File: src/rtl/branch_pkg.sv
// Shared constants for the branch resolve unit: default widths, branch
// opcodes and the width of the optional taken-branch statistics counter.
package branch_pkg;

    localparam int unsigned DEF_ADDR_W = 10;
    localparam int unsigned DEF_OP_W   = 3;
    localparam int unsigned STATS_W    = 16;

    localparam logic [DEF_OP_W-1:0] OP_BNE = 3'b100;
    localparam logic [DEF_OP_W-1:0] OP_BEQ = 3'b101;
    localparam logic [DEF_OP_W-1:0] OP_JMP = 3'b110;

endpackage

File: src/rtl/branch_cond_eval.sv
// Combinational branch condition evaluation: decides whether the branch
// presented this cycle is taken, from opcode, zero flag and jump enable.
module branch_cond_eval
    import branch_pkg::*;
#(
    parameter int unsigned OP_W = DEF_OP_W
) (
    input  logic [OP_W-1:0] op,
    input  logic            z,
    input  logic            jenable,
    output logic            take
);

    logic cond;

    // Opcode decode; unknown codes are simply never taken.
    always_comb begin
        cond = 1'b0;
        case (op)
            OP_W'(OP_BNE): cond = ~z;
            OP_W'(OP_BEQ): cond = z;
            OP_W'(OP_JMP): cond = 1'b1;
            default:       cond = 1'b0;
        endcase
    end

    // jenable gates last so a disabled slot yields 0 even for an unknown op.
    assign take = jenable & cond;

endmodule

File: src/rtl/branch_resolve_unit.sv
// Branch resolve unit: registers the taken flag and branch target for the
// PC mux one cycle after the decode/execute stage presents them.
// Optional macro BRANCH_UNIT_STATS_EN adds a saturating taken-branch counter
// on output taken_count.
module branch_resolve_unit
    import branch_pkg::*;
#(
    parameter int unsigned ADDR_W = DEF_ADDR_W,
    parameter int unsigned OP_W   = DEF_OP_W
) (
    input  logic              clk,
    input  logic              rst,
    input  logic [ADDR_W-1:0] address,
    input  logic [OP_W-1:0]   op,
    input  logic              z,
    input  logic              jenable,
`ifdef BRANCH_UNIT_STATS_EN
    output logic [STATS_W-1:0] taken_count,
`endif
    output logic              b_taken,
    output logic [ADDR_W-1:0] out_addr
);

    logic              take;
    logic              b_taken_d, b_taken_q;
    logic [ADDR_W-1:0] out_addr_d, out_addr_q;

    branch_cond_eval #(
        .OP_W (OP_W)
    ) u_cond_eval (
        .op      (op),
        .z       (z),
        .jenable (jenable),
        .take    (take)
    );

    // Next state: flag follows take; target only loads on a taken branch.
    always_comb begin
        b_taken_d  = take;
        out_addr_d = out_addr_q;
        if (take) begin
            out_addr_d = address;
        end
    end

    // Output registers with synchronous reset.
    always_ff @(posedge clk) begin
        if (rst) begin
            b_taken_q  <= 1'b0;
            out_addr_q <= '0;
        end else begin
            b_taken_q  <= b_taken_d;
            out_addr_q <= out_addr_d;
        end
    end

    assign b_taken  = b_taken_q;
    assign out_addr = out_addr_q;

`ifdef BRANCH_UNIT_STATS_EN
    logic [STATS_W-1:0] taken_count_d, taken_count_q;

    // Saturating count of taken branches.
    always_comb begin
        taken_count_d = taken_count_q;
        if (take && (taken_count_q != {STATS_W{1'b1}})) begin
            taken_count_d = taken_count_q + 1'b1;
        end
    end

    // Counter register with synchronous reset.
    always_ff @(posedge clk) begin
        if (rst) begin
            taken_count_q <= '0;
        end else begin
            taken_count_q <= taken_count_d;
        end
    end

    assign taken_count = taken_count_q;
`endif

endmodule

File: config.mk
export PLATFORM = sky130hd
export DESIGN_NAME = branch_resolve_unit
export DESIGN_NICKNAME = d
export VERILOG_FILES = /design/src/rtl/branch_pkg.sv /design/src/rtl/branch_cond_eval.sv /design/src/rtl/branch_resolve_unit.sv
export SDC_FILE = /design/constraint.sdc
export NUM_CORES = 1
export LEC_CHECK = 0
export BUFFER_PORTS_ARGS = -buffer_cell sky130_fd_sc_hd__clkbuf_2
export CAP_MARGIN = 20
export CORE_AREA = 2 2 39 41
export DETAILED_ROUTE_END_ITERATION = 10
export DIE_AREA = 0 0 41 43
export GPL_ROUTABILITY_DRIVEN = 0
export PLACE_DENSITY = 0.7
export SYNTH_ARGS = -nofsm -noshare
export SYNTH_HDL_FRONTEND = slang
export SYNTH_SLANG_ARGS = --single-unit
File: constraint.sdc
create_clock -name clk -period 1.1 [get_ports clk]
set_input_delay 0.165 -clock clk [delete_from_list [all_inputs] [get_ports clk]]
set_output_delay 0.165 -clock clk [all_outputs]
set_load 0.02 [all_outputs]
==> summary by stage <==
Status
The flow ran to the end, and the final reports show no timing, DRC or antenna violations.

Pwr
The total leakage power is 0.303 nW. For this design the ratio of total power to cell area is 1210 nW/um^2. VDD sags by at most 0.518 mV.

Synthesis
After synthesis the cells add up to 504 um^2. Of the total synthesized cell area, the portion taken by AND, OR, NAND and NOR gates is 0.310. In the post-synthesis netlist, the cell with the most instances is sky130_fd_sc_hd__nand2b_1. For this run, the register share of the synthesized area comes to 0.437. The net count of the mapped netlist is 65.

After synthesis, the mean cell area works out to 10.5 um^2. The main flop type after synthesis is sky130_fd_sc_hd__dfxtp_1. The share of synthesized area in the top cell type comes to 0.437. The number of library cell types mapped by synthesis is 9. The count of flip-flops with a built-in enable after synthesis is 0. The share of flip-flops with an asynchronous set or reset is 0. By area, the combinational part of the netlist is dominated by simple AND/OR/NAND/NOR gates.

Measured against the total synthesized area, the mux share comes to 0.199. In this run, synthesis produced a sequential element count of 11. The largest total area in the synthesized netlist belongs to sky130_fd_sc_hd__dfxtp_1.

Of the total synthesized cell area, the portion taken by XOR and XNOR cells is 0.0174. The compound-gate portion of the synthesized area came to 0. Of the total synthesized cell area, the portion taken by full adders, half adders and majority gates is 0. Counting every instance in the synthesized netlist gives 48.

By area the synthesized netlist is led by sky130_fd_sc_hd__dfxtp_1 44%, sky130_fd_sc_hd__nand2b_1 25%, sky130_fd_sc_hd__mux2i_1 20%. By count the netlist is led by 20 x sky130_fd_sc_hd__nand2b_1, 11 x sky130_fd_sc_hd__dfxtp_1, 10 x sky130_fd_sc_hd__mux2i_1. For this run, the number of Yosys warnings is 0.

STA
Of the available clock period, the critical path in the final layout requires 0.858. The tightest slew margin relative to the limit is 0.820. The maximum operating frequency is 1060 MHz. Setup violations remaining at the end of the flow were counted as 0. The number of endpoints with negative hold slack in the final report was 0. The shortest clock period the worst path allows after layout is 0.944 ns.

Hold is met by 0.152 ns. The slew of the pin with the lowest slew margin is 0.270 ns. The number of pins exceeding their max-slew limit in the final report is 0.

The worst clock skew is 0 ns. Setup repair after global routing left no endpoint under its margin.

Clock tree
The total CTS buffers is 3. For the worst-skew pair, the clock arrives at the later sink with an insertion delay of 0.25 ns. After clock tree synthesis, the flow added hold-fix buffers numbering 0.

In this run the number of H-tree levels came out at 1. Buffers added to address setup during post-CTS repair amount to 0. TritonCTS built the clock tree. The number of buffers on the longest clock path is 2. The number of gates resized after CTS was 0. The clock edge transition at the registers on the reported setup and hold paths is 0.06 ns.

The number of sinks handled by clock tree synthesis is 11. The cell sitting at the root of the clock tree is a sky130_fd_sc_hd__clkbuf_4.

Die
The die covers 1760 um^2. From left edge to right edge, the die measures 41 um. The area inside the core boundary is 1380 um^2. The starting density of the core is 0.364. 28 I/O pins were placed. In this run the core area contains 14 standard-cell rows. The die outline height is 43 um.

Min path
The path category of the worst min-delay check is in -> reg. Counting instances, the worst hold path has a depth of 3.

Detailed routing
The total via count in the routed design is 408. The routed wirelength normalized by instance count is 9.66 um. The number of iterations in the first detailed-routing pass is 4. For this run, design rule violations remaining after detail routing come to 0. The post-detailed-route count of antenna-violating nets is 0. After detailed routing, the number of vias per cell comes to 4.43.

The DRC marker count from the first detailed-route iteration is 6. The total wire length after detailed routing is 889 um.

Placement
The instance count after placement with tap cells included is 88. Detailed placement ended at an HPWL of 634 um. Port buffering added 27 buffers. In this run the cell area measured after placement is 641 um^2.

Job
The count of maximum capacitance violations is 0.

Worst setup path
The highest cell delay on the worst timing path is 0.35 ns. STA classifies the critical path endpoint as a primary output. For the worst flop-to-flop path, the logic depth is 2. Data on the critical path arrives at its endpoint at 0.78 ns. Among cell families on the critical path, the largest total delay comes from flip-flops.

The critical path goes through clkbuf_2. The count of cell instances traversed by the critical path is 1. The startpoint kind of the worst setup timing path is a flip-flop. Together, buffers and inverters on the worst path number 1. STA puts the critical path data required time at 0.94 ns. The critical-path cell with the highest stage delay is sky130_fd_sc_hd__dfxtp_1.

The critical path class is reg -> out. The maximum fanout along the worst path is 2.

Final layout
The antenna diode count is 0. The finished cells cover 667 um^2. For this run, the post-layout net count is 94. The final cell count without fillers is 92. Once layout is complete, the utilization of the core stands at 0.482. Counting the fill cells in the layout gives 135. The fraction of layout cells with a size suffix above 1 is 0.421. Summing all multi-input logic gate instances after layout gives 265 um^2. From synthesis to final layout, the design area changed by 32.3%. Across the whole layout, storage elements account for 220 um^2.

Global routing
The combined global-route utilization of all metal layers is 0.111. The largest net degree at the start of global routing is 22. The aggregate global routing overflow is 0. The global-route wire length before repair is 1300 um. The number of global-route vias before repair is 322. The number of antenna violations at the first check in global routing came to 0.
## power breakdown
group          switching (W)  total (W)  internal, W  leakage [nW]
Combinational      0.0000619   0.000129    0.0000667         0.199
Sequential        0.00000819   0.000423     0.000415        0.0894
Clock               0.000117   0.000257     0.000140        0.0150
Total               0.000187   0.000808     0.000621         0.303
## metal layers
metal  share of wire  global-route usage  up-vias
met1            0.43               0.127      180
met2            0.47               0.166       17
li1                -                   -      209
met3           0.093              0.0471        2
met5               0                   0        -
met4          0.0067              0.0600        0
## metrics by stage
step	power [W]	setup TNS, ns	setup slack [ns]
finish	0.000808	0	0.156
global route	0.000857	0	0.116
CTS	0.000824	0	0.151
detailed placement	0.000561	-0.0198	-0.0112
global placement	0.000559	0	0.0318
floorplan	0.000514	0	0.135
## state kept, by name (all words and copies together), names as in the netlist
| signal | flops |
|---|---|
| b_taken | 1 |
| out_addr | 10 |
## final cells by class
class                           instances  area share
Tap cell                               16      0.0300
Sequential cell                        11       0.330
Clock buffer                            4      0.0394
Multi-Input combinational cell         34       0.398
Timing Repair Buffer                   27       0.203
## placed cells by master, fill, tap and decap left out
cell                       instances
sky130_fd_sc_hd__nor2b_1           1
sky130_fd_sc_hd__nor2b_4           1
sky130_fd_sc_hd__xnor2_1           1
sky130_fd_sc_hd__nand2b_1         20
sky130_fd_sc_hd__dfxtp_1          11
sky130_fd_sc_hd__and3_4            1
sky130_fd_sc_hd__mux2i_1          10
sky130_fd_sc_hd__clkbuf_1          1
sky130_fd_sc_hd__clkbuf_4          3
sky130_fd_sc_hd__clkbuf_2         27
## path summary, 6_finish.rpt
check	startpoint	slack [ns]	to
hold / removal	address[2]	0.15	out_addr[2]
setup / recovery	out_addr[5]	0.16	out_addr[5]
setup reg to reg	out_addr[5]	0.49	out_addr[5]
hold reg to reg	out_addr[3]	0.47	out_addr[3]
## logic make-up after synthesis
family        Yosys count
mux                    10
buf+inv                 3
xor+xnor                1
simple gates           23
flops                  11
No activity file was read; power rests on OpenSTA's default activity.
